$ cat config.mk
export PLATFORM = sky130hd
export DESIGN_NAME = sfu_requant_stage_flat
export DESIGN_NICKNAME = d
export VERILOG_FILES = /design/src/rtl/sfu_requant_if.sv /design/src/rtl/sfu_requant_stage.sv /design/src/flat_wrapper.sv
export SDC_FILE = /design/constraint.sdc
export NUM_CORES = 1
export LEC_CHECK = 0
export BUFFER_PORTS_ARGS = -buffer_cell sky130_fd_sc_hd__buf_2
export CAP_MARGIN = 15
export CORE_AREA = 2 2 86 170
export DETAILED_ROUTE_END_ITERATION = 6
export DIE_AREA = 0 0 88 172
export PLACE_DENSITY = 0.87
export SYNTH_ARGS = -nofsm -noshare
export SYNTH_HDL_FRONTEND = slang
export SYNTH_SLANG_ARGS = --single-unit
$ cat constraint.sdc
create_clock -name clk -period 6.7 [get_ports clk]
set_clock_uncertainty 0.2 [all_clocks]
set_input_delay 1.34 -clock clk [delete_from_list [all_inputs] [get_ports clk]]
set_output_delay 1.34 -clock clk [all_outputs]
set_load 0.05 [all_outputs]
$ cat src/rtl/sfu_requant_if.sv
// sfu_requant_if: upstream product beat and downstream result stream for the requant stage
interface sfu_requant_if #(
  parameter int PROD_WIDTH  = 30,
  parameter int SHIFT_WIDTH = 5,
  parameter int OUT_WIDTH   = 8
);
  logic                          in_valid;
  logic                          in_ready;
  logic signed [PROD_WIDTH-1:0]  in_product;
  logic        [SHIFT_WIDTH-1:0] in_shift;
  logic signed [OUT_WIDTH-1:0]   in_zero_point;
  logic                          out_valid;
  logic                          out_ready;
  logic signed [OUT_WIDTH-1:0]   out_data;
  logic                          out_sat;
  modport master (
    output in_valid, in_product, in_shift, in_zero_point, out_ready,
    input  in_ready, out_valid, out_data, out_sat
  );
  modport slave (
    input  in_valid, in_product, in_shift, in_zero_point, out_ready,
    output in_ready, out_valid, out_data, out_sat
  );
endinterface

$ cat src/rtl/sfu_requant_stage.sv
// sfu_requant_stage: round, shift, offset and saturate a signed product in a 2-stage pipeline
module sfu_requant_stage #(
  parameter int PROD_WIDTH  = 30,
  parameter int SHIFT_WIDTH = 5,
  parameter int OUT_WIDTH   = 8,
  parameter int CNT_WIDTH   = 16
) (
  input  logic                 clk,
  input  logic                 rst,
  sfu_requant_if.slave         bus,
  output logic [CNT_WIDTH-1:0] sat_count,
  input  logic                 sat_count_clr
);
  // r must hold the product plus a rounding term as large as 2^(max_shift-1)
  localparam int SMAX = (1 << SHIFT_WIDTH) - 1;
  localparam int RW   = (PROD_WIDTH > SMAX ? PROD_WIDTH : SMAX) + 1;
  localparam int TW   = RW + 1;
  localparam logic signed [OUT_WIDTH-1:0] O_MAX = {1'b0, {(OUT_WIDTH-1){1'b1}}};
  localparam logic signed [OUT_WIDTH-1:0] O_MIN = ~O_MAX;
  localparam logic signed [TW-1:0]        T_MAX = TW'(O_MAX);
  localparam logic signed [TW-1:0]        T_MIN = TW'(O_MIN);
  logic                          s1_valid, s1_load, s2_load, hi, lo;
  logic signed [RW-1:0]          s1_r, rnd, r_in;
  logic        [SHIFT_WIDTH-1:0] s1_shift;
  logic signed [OUT_WIDTH-1:0]   s1_zp;
  logic signed [TW-1:0]          t;
  always_comb begin
    s2_load      = !bus.out_valid || bus.out_ready;
    s1_load      = !s1_valid || s2_load;
    bus.in_ready = s1_load;
    rnd          = (bus.in_shift == '0) ? '0 : RW'(1) << (bus.in_shift - 1'b1);
    r_in         = RW'(bus.in_product) + rnd;
    t            = TW'(s1_r >>> s1_shift) + TW'(s1_zp);
    hi           = t > T_MAX;
    lo           = t < T_MIN;
  end
  always_ff @(posedge clk) begin
    if (rst) begin
      s1_valid      <= 1'b0;
      s1_r          <= '0;
      s1_shift      <= '0;
      s1_zp         <= '0;
      bus.out_valid <= 1'b0;
      bus.out_data  <= '0;
      bus.out_sat   <= 1'b0;
      sat_count     <= '0;
    end else begin
      if (s1_load) s1_valid <= bus.in_valid;
      if (s1_load && bus.in_valid) begin
        s1_r     <= r_in;
        s1_shift <= bus.in_shift;
        s1_zp    <= bus.in_zero_point;
      end
      if (s2_load) bus.out_valid <= s1_valid;
      if (s2_load && s1_valid) begin
        bus.out_data <= hi ? O_MAX : lo ? O_MIN : t[OUT_WIDTH-1:0];
        bus.out_sat  <= hi || lo;
      end
      if (sat_count_clr) sat_count <= '0;
      else if (bus.out_valid && bus.out_ready && bus.out_sat && !(&sat_count)) sat_count <= sat_count + 1'b1;
    end
  end
endmodule

$ cat src/flat_wrapper.sv
// flat-port wrapper written by rule: the top's interface ports become plain ports
module sfu_requant_stage_flat 
#(
  parameter int PROD_WIDTH  = 30,
  parameter int SHIFT_WIDTH = 5,
  parameter int OUT_WIDTH   = 8,
  parameter int CNT_WIDTH   = 16
)
  (clk, rst, sat_count, sat_count_clr, bus_in_valid, bus_in_product, bus_in_shift, bus_in_zero_point, bus_out_ready, bus_in_ready, bus_out_valid, bus_out_data, bus_out_sat);
  sfu_requant_if #(.PROD_WIDTH(PROD_WIDTH), .SHIFT_WIDTH(SHIFT_WIDTH), .OUT_WIDTH(OUT_WIDTH)) bus_i ();
  input  logic clk;
  input  logic rst;
  output logic [CNT_WIDTH-1:0] sat_count;
  input  logic sat_count_clr;
  input wire logic [$bits(bus_i.in_valid)-1:0] bus_in_valid;
  input wire logic [$bits(bus_i.in_product)-1:0] bus_in_product;
  input wire logic [$bits(bus_i.in_shift)-1:0] bus_in_shift;
  input wire logic [$bits(bus_i.in_zero_point)-1:0] bus_in_zero_point;
  input wire logic [$bits(bus_i.out_ready)-1:0] bus_out_ready;
  output wire logic [$bits(bus_i.in_ready)-1:0] bus_in_ready;
  output wire logic [$bits(bus_i.out_valid)-1:0] bus_out_valid;
  output wire logic [$bits(bus_i.out_data)-1:0] bus_out_data;
  output wire logic [$bits(bus_i.out_sat)-1:0] bus_out_sat;
  assign bus_i.in_valid = bus_in_valid;
  assign bus_i.in_product = bus_in_product;
  assign bus_i.in_shift = bus_in_shift;
  assign bus_i.in_zero_point = bus_in_zero_point;
  assign bus_i.out_ready = bus_out_ready;
  assign bus_in_ready = bus_i.in_ready;
  assign bus_out_valid = bus_i.out_valid;
  assign bus_out_data = bus_i.out_data;
  assign bus_out_sat = bus_i.out_sat;
  sfu_requant_stage #(.PROD_WIDTH(PROD_WIDTH), .SHIFT_WIDTH(SHIFT_WIDTH), .OUT_WIDTH(OUT_WIDTH), .CNT_WIDTH(CNT_WIDTH)) u_core (.clk(clk), .rst(rst), .bus(bus_i), .sat_count(sat_count), .sat_count_clr(sat_count_clr));
endmodule
; ---- Word-level counts from Yosys, hierarchy flattened
; Cells that the tools add are included.
[word_totals]
ff_bits = 72
in_bits = 48
word_cells = 33
[op_classes]
n_addsub = 4
order_cmp = 2
shift = 2
mux = 3
n_reduce_logical = 14
[op_table]
columns = op, n
row1 = adder 33 x 8 -> 33 bit, 1
row2 = "> comparator 33 x 8 -> 1 bit, second input constant", 1
row3 = "less-than comparator 33 x 8 -> 1 bit, second input constant", 1
row4 = >>> shifter 32 x 5 -> 33 bit, 1
row5 = adder 30 x 32 -> 32 bit, 1
row6 = 2-to-1 mux 32 bit, 1
row7 = "<< shifter 1 x 5 -> 32 bit, first input constant", 1
row8 = "adder 16 x 1 -> 16 bit, second input constant", 1
row9 = 2-to-1 mux 8 bit, 2
row10 = AND reduction 16 bit, 1
row11 = logical AND 1 bit, 5
row12 = logical NOT 5 bit, 1
row13 = "subtractor 5 x 1 -> 5 bit, second input constant", 1
row14 = logical NOT 1 bit, 3
row15 = logical OR 1 bit, 3
row16 = OR reduction 2 bit, 1

; ---- Logic depth before layout (Yosys ltp)
; Gate-level depths: netlist of run 1.
[depth]
word_depth = 5
ltp_mapped = 24

; ---- Worst setup path before layout of run 1
; No wires, ideal clock.
[synth_path]
path_type = in2reg
from = input bus_in_shift[1]
to = register u_core.s1_r[31]
setup_ps = 123
arrival_ps = 5165
t_required_ps = 6377
slack_ps = 1213
path_stages = 19
cell_sequence = clkbuf_1 > nor2_1 > ha_1 > nand2_1 > or2_2 > or3_1 > inv_1 > ha_1 > a211oi_1 > o21bai_1 > o22a_1 > a21o_1 > nand4_1 > a31oi_1 > a31o_2 > a211o_1 > a21oi_1 > mux2i_1 > o31ai_1
[synth_between]
elab_chain_cells = 4
[synth_lines]
columns = item, line_no
row1 = from (decl), flat_wrapper.sv:17  ; input wire logic [$bits(bus_i.in_shift)-1:0] bus_in_shift;
row2 = subtractor 5 x 1 -> 5 bit, sfu_requant_stage.sv:31  ; rnd = (bus.in_shift == '0) ? '0 : RW'(1) << (bus.in_shift - 1'b1);
row3 = << shifter 1 x 5 -> 32 bit, sfu_requant_stage.sv:31
row4 = 2-to-1 mux 32 bit *, sfu_requant_stage.sv:31
row5 = adder 30 x 32 -> 32 bit *, sfu_requant_stage.sv:32  ; r_in = RW'(bus.in_product) + rnd;
row6 = to (signal assigned), sfu_requant_stage.sv:50  ; s1_r <= r_in;
row7 = to (decl), sfu_requant_stage.sv:23  ; logic signed [RW-1:0] s1_r, rnd, r_in;
; Every way passes the cells marked *; elsewhere a longest branch is shown, timed or not.
; A chain may end at the register's enable or synchronous reset.

; ---- Worst setup path after layout of run 1
[layout_path]
from = register u_core.s1_shift[0]
to = register u_core.bus.out_data[3]
[layout_between]
elab_chain_cells = 5
[layout_lines]
columns = item, line_no
row1 = from (decl), sfu_requant_stage.sv:24  ; logic [SHIFT_WIDTH-1:0] s1_shift;
row2 = from (signal assigned), sfu_requant_stage.sv:51  ; s1_shift <= bus.in_shift;
row3 = >>> shifter 32 x 5 -> 33 bit *, sfu_requant_stage.sv:33  ; t = TW'(s1_r >>> s1_shift) + TW'(s1_zp);
row4 = adder 33 x 8 -> 33 bit *, sfu_requant_stage.sv:33
row5 = less-than comparator 33 x 8 -> 1 bit, sfu_requant_stage.sv:35  ; lo = t < T_MIN;
row6 = 2-to-1 mux 8 bit, sfu_requant_stage.sv:56  ; bus.out_data <= hi ? O_MAX : lo ? O_MIN : t[OUT_WIDTH-1:0];
row7 = 2-to-1 mux 8 bit *, sfu_requant_stage.sv:56
row8 = to (signal assigned), sfu_requant_stage.sv:56
row9 = to (decl), sfu_requant_if.sv:22  ; output in_ready, out_valid, out_data, out_sat
; Marks and branches as above.

==> run_results.csv, run 1 <==
group,metric,value,unit
outcome,status,"complete, no violations",
setup_path,endpoint_kind,"flop",
routing,via_per_inst,6.451,
placement,io_buffer_count,74,
cts,cts_tree,"yes",
timing,whs,0.2593,ns
final_layout,instances_no_fill,1320,
routing,top_layer_used,"met4",
routing,wl_per_cell,18.75,um
routing,drt-initial-drc-count,497,
setup_path,reg2reg_depth,22,
cts,cts_made_buffers,9,
routing,dr.pass1.iters,5,
cts,cts_sinks,72,
setup_path,reg2reg_slack,0.66,ns
setup_path,path_delay_family,"compound AO/OA/AOI/OAI gates",
pwr,p_leak,3.846,nW
routing,wirelength_met1,8299,um
setup_path,slowest_delay,0.46,ns
global_route,gr-total-overflow,0,
timing,slew_violations,0,
global_route,antenna_found_initial,0,
floorplan,start_util,0.5886,
setup_path,worst-path-buf-inv,3,
placement,dp_cells,1304,
routing,ant_nets,0,
yosys,ys_seq_elements,72,
setup_path,start_kind,"flop",
hold_path,hold_start,"u_core.s1_zp[3]$_SDFFE_PP0P_",
yosys,postSynthAreaPerCell,7.474,um^2
setup_path,r2r_end,"u_core.bus.out_data[3]$_SDFFE_PP0P_",
global_route,grt_pass1_vias,8324,
timing,tightest_slew,0.7708,ns
floorplan,die_w,88,um
timing,setup_viol,0,
floorplan,core-area,13810,um^2
cts,cts-root-buf,"clkbuf_16",
yosys,ys.flop_type,"dfxtp_1",
yosys,synthesis.area,8132,um^2
cts,clk_pin_slew,0.06,ns
pwr,peakVddDrop,0.1354,mV
final_layout,num_antenna_cells,0,
final_layout,finish.utilization,0.6429,
setup_path,cp_max_fo,23,
timing,setup_slack,0.6639,ns
cts,post_cts_resized,0,
final_layout,synthToLayoutAreaGrowth,9.217,%
placement,dpl_cell_area,8592,um^2
routing,vias,8515,
pwr,powerDensity,177.6,nW/um^2
timing,hold_violations,0,
cts,cts_setup_buffers,0,
placement,hpwl,19470,um
pwr,power,1.578,mW
floorplan,placementRows,61,
hold_path,hold_path.class,"flop to flop",
floorplan,dieHeight,172,um
routing,route.met3.wl,935,um
setup_path,crit_type,"flop to flop",
hold_path,holdPathStages,2,
yosys,yosysWarningCount,0,
timing,setup_tns,0,ns
final_layout,n_fill_cell,1211,
yosys,ys_seq_area_frac,0.1773,
final_layout,nets,1242,
placement,place_congestion,1.042,
cts,cts_buffer_depth,2,
final_layout,final_cell_area,8881,um^2
timing,period_share,0.9009,
cts,cts_max_level,3,
yosys,syn_nets,1204,
final_layout,drive_above_1_share,0.1406,
global_route,grt_max_degree,63,
global_route,grt_pass1_wl,39500,um
floorplan,ioPinCount,75,
yosys,synth_edf_count,0,
setup_path,critical_path_arrival,6.02,ns
cts,postCtsHoldBufs,0,
timing,max_freq,0.1657,GHz
placement,post-place-ws,0.8214,ns
timing,min_period,6.036,ns
setup_path,r2r_start,"u_core.s1_shift[0]$_SDFFE_PP0P_",
routing,wirelength,24740,um
timing,rsz0062_at_grt,"false",
yosys,ys_async_sr_fraction,0,
floorplan,dieArea,15140,um^2
setup_path,cpMaxStageDelayCell,"inv_1",
yosys,synthDistinctLibCells,81,
global_route,grt_usage,0.3321,
timing,relSlewSlack,0.4814,
flow_run,maxCapViolCount,0,
cts,clk_latency,0.34,ns
setup_path,required,6.69,ns
setup_path,cp_cell_sequence,"buf_12 -> inv_1 -> nor2_1 -> a21oi_1 -> nand2_1 -> nand2_1 -> mux2i_1 -> mux2i_1 -> ha_1 -> inv_1 -> fa_1 -> nand2b_1 -> a21oi_2 -> o21ai_1 -> a21boi_0 -> o31ai_1 -> xnor2_1 -> or4_1 -> nor4b_2 -> o2111ai_1 -> o31ai_4 -> a211oi_1",
routing,drc,0,
yosys,syn_inst,1088,
hold_path,holdPathEnd,"u_core.s1_zp[3]$_SDFFE_PP0P_",
routing,wl_met2,13330,um
## power by group
part / switching, mW / internal [mW]
logic: 0.399 / 0.242
registers: 0.0272 / 0.452
clock network: 0.193 / 0.265
## logic make-up (layout without fill, tap and decap cells)
kind of cell    after synthesis  in the layout  synth area share
mux                          63             63           0.09848
buf+inv                      84            127           0.04324
compound gates              354            354            0.2862
simple gates                397            397            0.2345
flops                        72             72            0.1773
fa+ha+maj                    68             68            0.1065
xor+xnor                     50             50           0.05385
## metal layers
metal  vias up  track usage
li1       4090            -
met1      3963       0.3079
met2       331       0.6229
met3       131      0.04248
met4         0       0.2629
met5         -            0
## cells in the mapped netlist (all sizes together) (24+ instances only)
library cell,n,area share
nand2,138,0.064
a21oi,109,0.068
nor2,95,0.044
o21ai,83,0.051
dfxtp,72,0.18
ha,66,0.10
clkbuf,42,0.019
a211oi,36,0.035
mux2i,35,0.043
nand3,27,0.017
a21o,25,0.023
inv,25,0.012
xnor2,25,0.027
xor2,25,0.027
nor3,24,0.015
## worst register-to-register path, cell delays in order (launching register included)
cell and delay (ns):
dfxtp_1 0.42, buf_12 0.22, inv_1 0.46, nor2_1 0.11
a21oi_1 0.19, nand2_1 0.09, nand2_1 0.14, mux2i_1 0.15
mux2i_1 0.27, ha_1 0.30, inv_1 0.08, fa_1 0.39
nand2b_1 0.21, a21oi_2 0.26, o21ai_1 0.17, a21boi_0 0.41
o31ai_1 0.17, xnor2_1 0.19, or4_1 0.45, nor4b_2 0.27
o2111ai_1 0.21, o31ai_4 0.40, a211oi_1 0.13
## flip-flops by register name (all words and copies together), names as in the netlist
name and count:
u_core.s1_r 32, u_core.bus.out_valid 1, u_core.s1_shift 5, u_core.s1_valid 1, u_core.bus.out_data 8, u_core.s1_zp 8, u_core.sat_count 16, u_core.bus.out_sat 1
## cells in the final DEF (no fill, tap or decap), types with 10 or more instances in the layout
master    synthesis  final
mux2i_1          35     35
ha_1             66     66
or3_1            10     10
nor2_1           95     95
nand4_1          11     11
and3_1           11     11
a21oi_1         107    107
nand2_1         138    138
mux4_2           12     12
nand2b_1         15     15
buf_2             4     74
xnor2_1          25     25
nor2b_1          16     16
a31oi_1          11     11
o21ai_0          79     79
o21a_1           16     16
nor3_1           24     24
a211oi_1         34     34
inv_1            24     24
nand3_1          27     27
xor2_1           25     25
mux2_2           16     16
o211ai_1         12     12
dfxtp_1          72     72
a21o_1           25     25
## cell type report
type	instances	area (um^2)	area share
clock buffer	10	239.0	0.02691
sequential	72	1441	0.1623
timing repair buffer	85	478.0	0.05382
tap	189	236.5	0.02663
multi-input combinational	932	6339	0.7137
clock inverter	6	50.05	0.005635
inverter	26	97.59	0.01099
## worst max-delay path by stage
| stage | start | to | slack (ns) | cells past startpoint |
|---|---|---|---|---|
| global placement | bus_in_shift[0] | u_core.s1_r[31]$_SDFFE_PP0P_ | 0.95 | 19 |
| finish | u_core.s1_shift[0]$_SDFFE_PP0P_ | u_core.bus.out_data[3]$_SDFFE_PP0P_ | 0.66 | 22 |
| CTS | u_core.s1_shift[0]$_SDFFE_PP0P_ | u_core.bus.out_data[3]$_SDFFE_PP0P_ | 0.77 | 22 |
| detailed placement | bus_in_shift[0] | u_core.s1_r[31]$_SDFFE_PP0P_ | 0.82 | 19 |
| global route | u_core.s1_shift[0]$_SDFFE_PP0P_ | u_core.bus.out_data[3]$_SDFFE_PP0P_ | 0.29 | 22 |
| floorplan | bus_in_shift[1] | u_core.s1_r[31]$_SDFFE_PP0P_ | 1.21 | 19 |
Note: power is estimated with default switching activity, not from simulation.
==> inputs of run 2 (changes only) <==
Settings changed: CORE_AREA 2 2 86 170 to 2 2 131 133, DIE_AREA 0 0 88 172 to 0 0 133 135, PLACE_DENSITY 0.87 to 0.76.
==> run_results.csv, run 2 (synthesis gave the netlist of run 1 again) <==
group,metric,value,unit
setup_path,reg2reg_slack,0.63,ns
routing,drt-initial-drc-count,677,
placement,dpl_cell_area,8613,um^2
setup_path,slowest_delay,0.71,ns
hold_path,hold_start,"u_core.bus.out_data[7]$_SDFFE_PP0P_",
final_layout,num_antenna_cells,0,
setup_path,cpMaxStageDelayCell,"dfxtp_1",
hold_path,holdPathEnd,"u_core.bus.out_data[7]$_SDFFE_PP0P_",
cts,cts_sinks,72,
pwr,peakVddDrop,0.1086,mV
timing,min_period,6.073,ns
timing,max_freq,0.1647,GHz
setup_path,crit_type,"flop to flop",
outcome,status,"complete, no violations",
cts,post_cts_resized,0,
setup_path,endpoint_kind,"flop",
cts,cts_buffer_depth,2,
global_route,grt_pass1_wl,36670,um
setup_path,cp_max_fo,21,
timing,period_share,0.9065,
cts,cts-root-buf,"clkbuf_16",
setup_path,r2r_start,"u_core.s1_shift[0]$_SDFFE_PP0P_",
final_layout,nets,1243,
cts,cts_max_level,3,
cts,cts_tree,"yes",
floorplan,start_util,0.4956,
placement,post-place-ws,0.7113,ns
placement,hpwl,17110,um
floorplan,placementRows,47,
global_route,grt_max_degree,63,
cts,postCtsHoldBufs,0,
routing,wl_per_cell,16.50,um
cts,cts_made_buffers,9,
hold_path,holdPathStages,2,
setup_path,start_kind,"flop",
final_layout,n_fill_cell,1575,
routing,ant_nets,0,
timing,hold_violations,0,
timing,relSlewSlack,0.2438,
setup_path,cp_cell_sequence,"inv_1 -> nor2_1 -> a21oi_1 -> o21ai_0 -> nand2_1 -> o21ai_0 -> o21ai_0 -> ha_1 -> and3_1 -> a221oi_1 -> o21ai_0 -> o211ai_1 -> a211oi_1 -> o41ai_1 -> o311ai_1 -> nor4_4 -> o21ai_0 -> a211oi_1",
global_route,gr-total-overflow,0,
final_layout,mostFrequentLayoutCell,"nand2_1",
routing,via_per_inst,6.089,
setup_path,required,6.75,ns
pwr,p_leak,3.872,nW
floorplan,ioPinCount,75,
global_route,grt_usage,0.2464,
floorplan,dieHeight,135,um
final_layout,largest_registers,"u_core.s1_r: 32 flops, u_core.sat_count: 16 flops",
cts,clk_latency,0.34,ns
cts,clk_pin_slew,0.06,ns
placement,place_congestion,0.9682,
final_layout,seq_area,1441,um^2
routing,drc,0,
timing,tightest_slew,1.133,ns
setup_path,crit_path_frequent_cell,"o21ai_0",
final_layout,regMostFlops,"u_core.s1_r",
routing,wirelength,22310,um
floorplan,die_w,133,um
pwr,p_comb_frac,0.375,
final_layout,largest_reg_flops,32,
pwr,swShare,0.3690,
timing,setup_viol,0,
timing,setup_tns,0,ns
routing,vias,8233,
hold_path,hold_path.class,"flop to flop",
setup_path,r2r_end,"u_core.bus.out_data[0]$_SDFFE_PP0P_",
timing,rsz0062_at_grt,"false",
cts,cts_setup_buffers,0,
timing,slew_violations,0,
floorplan,core-area,16410,um^2
final_layout,drive_above_1_share,0.1413,
flow_run,maxCapViolCount,0,
final_layout,final_cell_area,8941,um^2
final_layout,synthToLayoutAreaGrowth,9.955,%
final_layout,final_cell_mix,"nand2_1, a21oi_1, nor2_1",
pwr,p_clk_frac,0.327,
global_route,grt_pass1_vias,7557,
final_layout,multi_input_area,6339,um^2
timing,whs,0.2522,ns
routing,dr.pass1.iters,5,
setup_path,reg2reg_depth,18,
global_route,antenna_found_initial,0,
pwr,powerDensity,181.2,nW/um^2
pwr,p_sw,0.5979,mW
setup_path,critical_path_arrival,6.13,ns
placement,io_buffer_count,74,
floorplan,dieArea,17960,um^2
pwr,seqPwrFrac,0.298,
pwr,p_int,1.022,mW
timing,setup_slack,0.6267,ns
-- run 2: cell count changes in the layout (fill, tap and decap cells not counted) --
cell and change:
inv_8 +1, clkinvlp_4 -2, clkbuf_8 -1, clkinv_2 +1, inv_6 -1, bufinv_16 +2
buf_12 -2, buf_4 +3
-- run 2: power by group through the flow --
stage | logic (mW) | registers, mW | clock network [mW]
final | 0.607 | 0.483 | 0.530
after global routing | 0.672 | 0.486 | 0.556
after CTS | 0.599 | 0.482 | 0.536
after detailed placement | 0.594 | 0.491 | 0
after global placement | 0.590 | 0.490 | 0
after floorplan | 0.456 | 0.493 | 0
-- run 2: routing by layer --
metal | track usage | share of wire | vias up
met5 | 0 | 0 | -
met4 | 0.09976 | 0.030 | 0
met3 | 0.02327 | 0.049 | 46
met2 | 0.4142 | 0.47 | 279
met1 | 0.3263 | 0.45 | 3811
li1 | - | - | 4097
-- run 2: layout make-up --
cell class | instances | share of cell area
Clock buffer | 9 | 0.02519
Sequential cell | 72 | 0.1612
Tap cell | 220 | 0.03079
Inverter | 26 | 0.01092
Timing Repair Buffer | 86 | 0.05150
Multi-Input combinational cell | 932 | 0.7089
Clock inverter | 7 | 0.01147
-- run 2: worst max-delay path by stage --
stage / startpoint / end / slack [ns] / cells after the start
2_1_floorplan: bus_in_shift[1] / u_core.s1_r[31]$_SDFFE_PP0P_ / 1.21 / 19
3_3_place_gp: bus_in_shift[0] / u_core.s1_r[31]$_SDFFE_PP0P_ / 0.73 / 19
3_5_place_dp: bus_in_shift[0] / u_core.s1_r[31]$_SDFFE_PP0P_ / 0.71 / 19
4_1_cts: u_core.s1_shift[0]$_SDFFE_PP0P_ / u_core.bus.out_data[0]$_SDFFE_PP0P_ / 0.75 / 18
5_1_grt: u_core.s1_shift[0]$_SDFFE_PP0P_ / u_core.bus.out_data[3]$_SDFFE_PP0P_ / 0.002 / 18
6_report: u_core.s1_shift[0]$_SDFFE_PP0P_ / u_core.bus.out_data[0]$_SDFFE_PP0P_ / 0.63 / 18
-- run 2: metrics by stage --
stage          power, mW  utilization  cells
2_1_floorplan     0.9488            -   1088
3_3_place_gp       1.081       0.5250   1336
3_5_place_dp       1.085       0.5250   1336
4_1_cts            1.617       0.5450   1352
5_1_grt            1.713       0.5450   1352
6_report           1.620       0.5450   1352
-- run 2: worst max-delay path, delay by kind of cell, from the launching register on --
family	cells	cell delay, ns
and+or+nand+nor	4	0.93
buffers and inverters	1	0.49
DFF	1	0.71
AOI/OAI and AO/OA	12	3.25
adders and majority gates	1	0.42
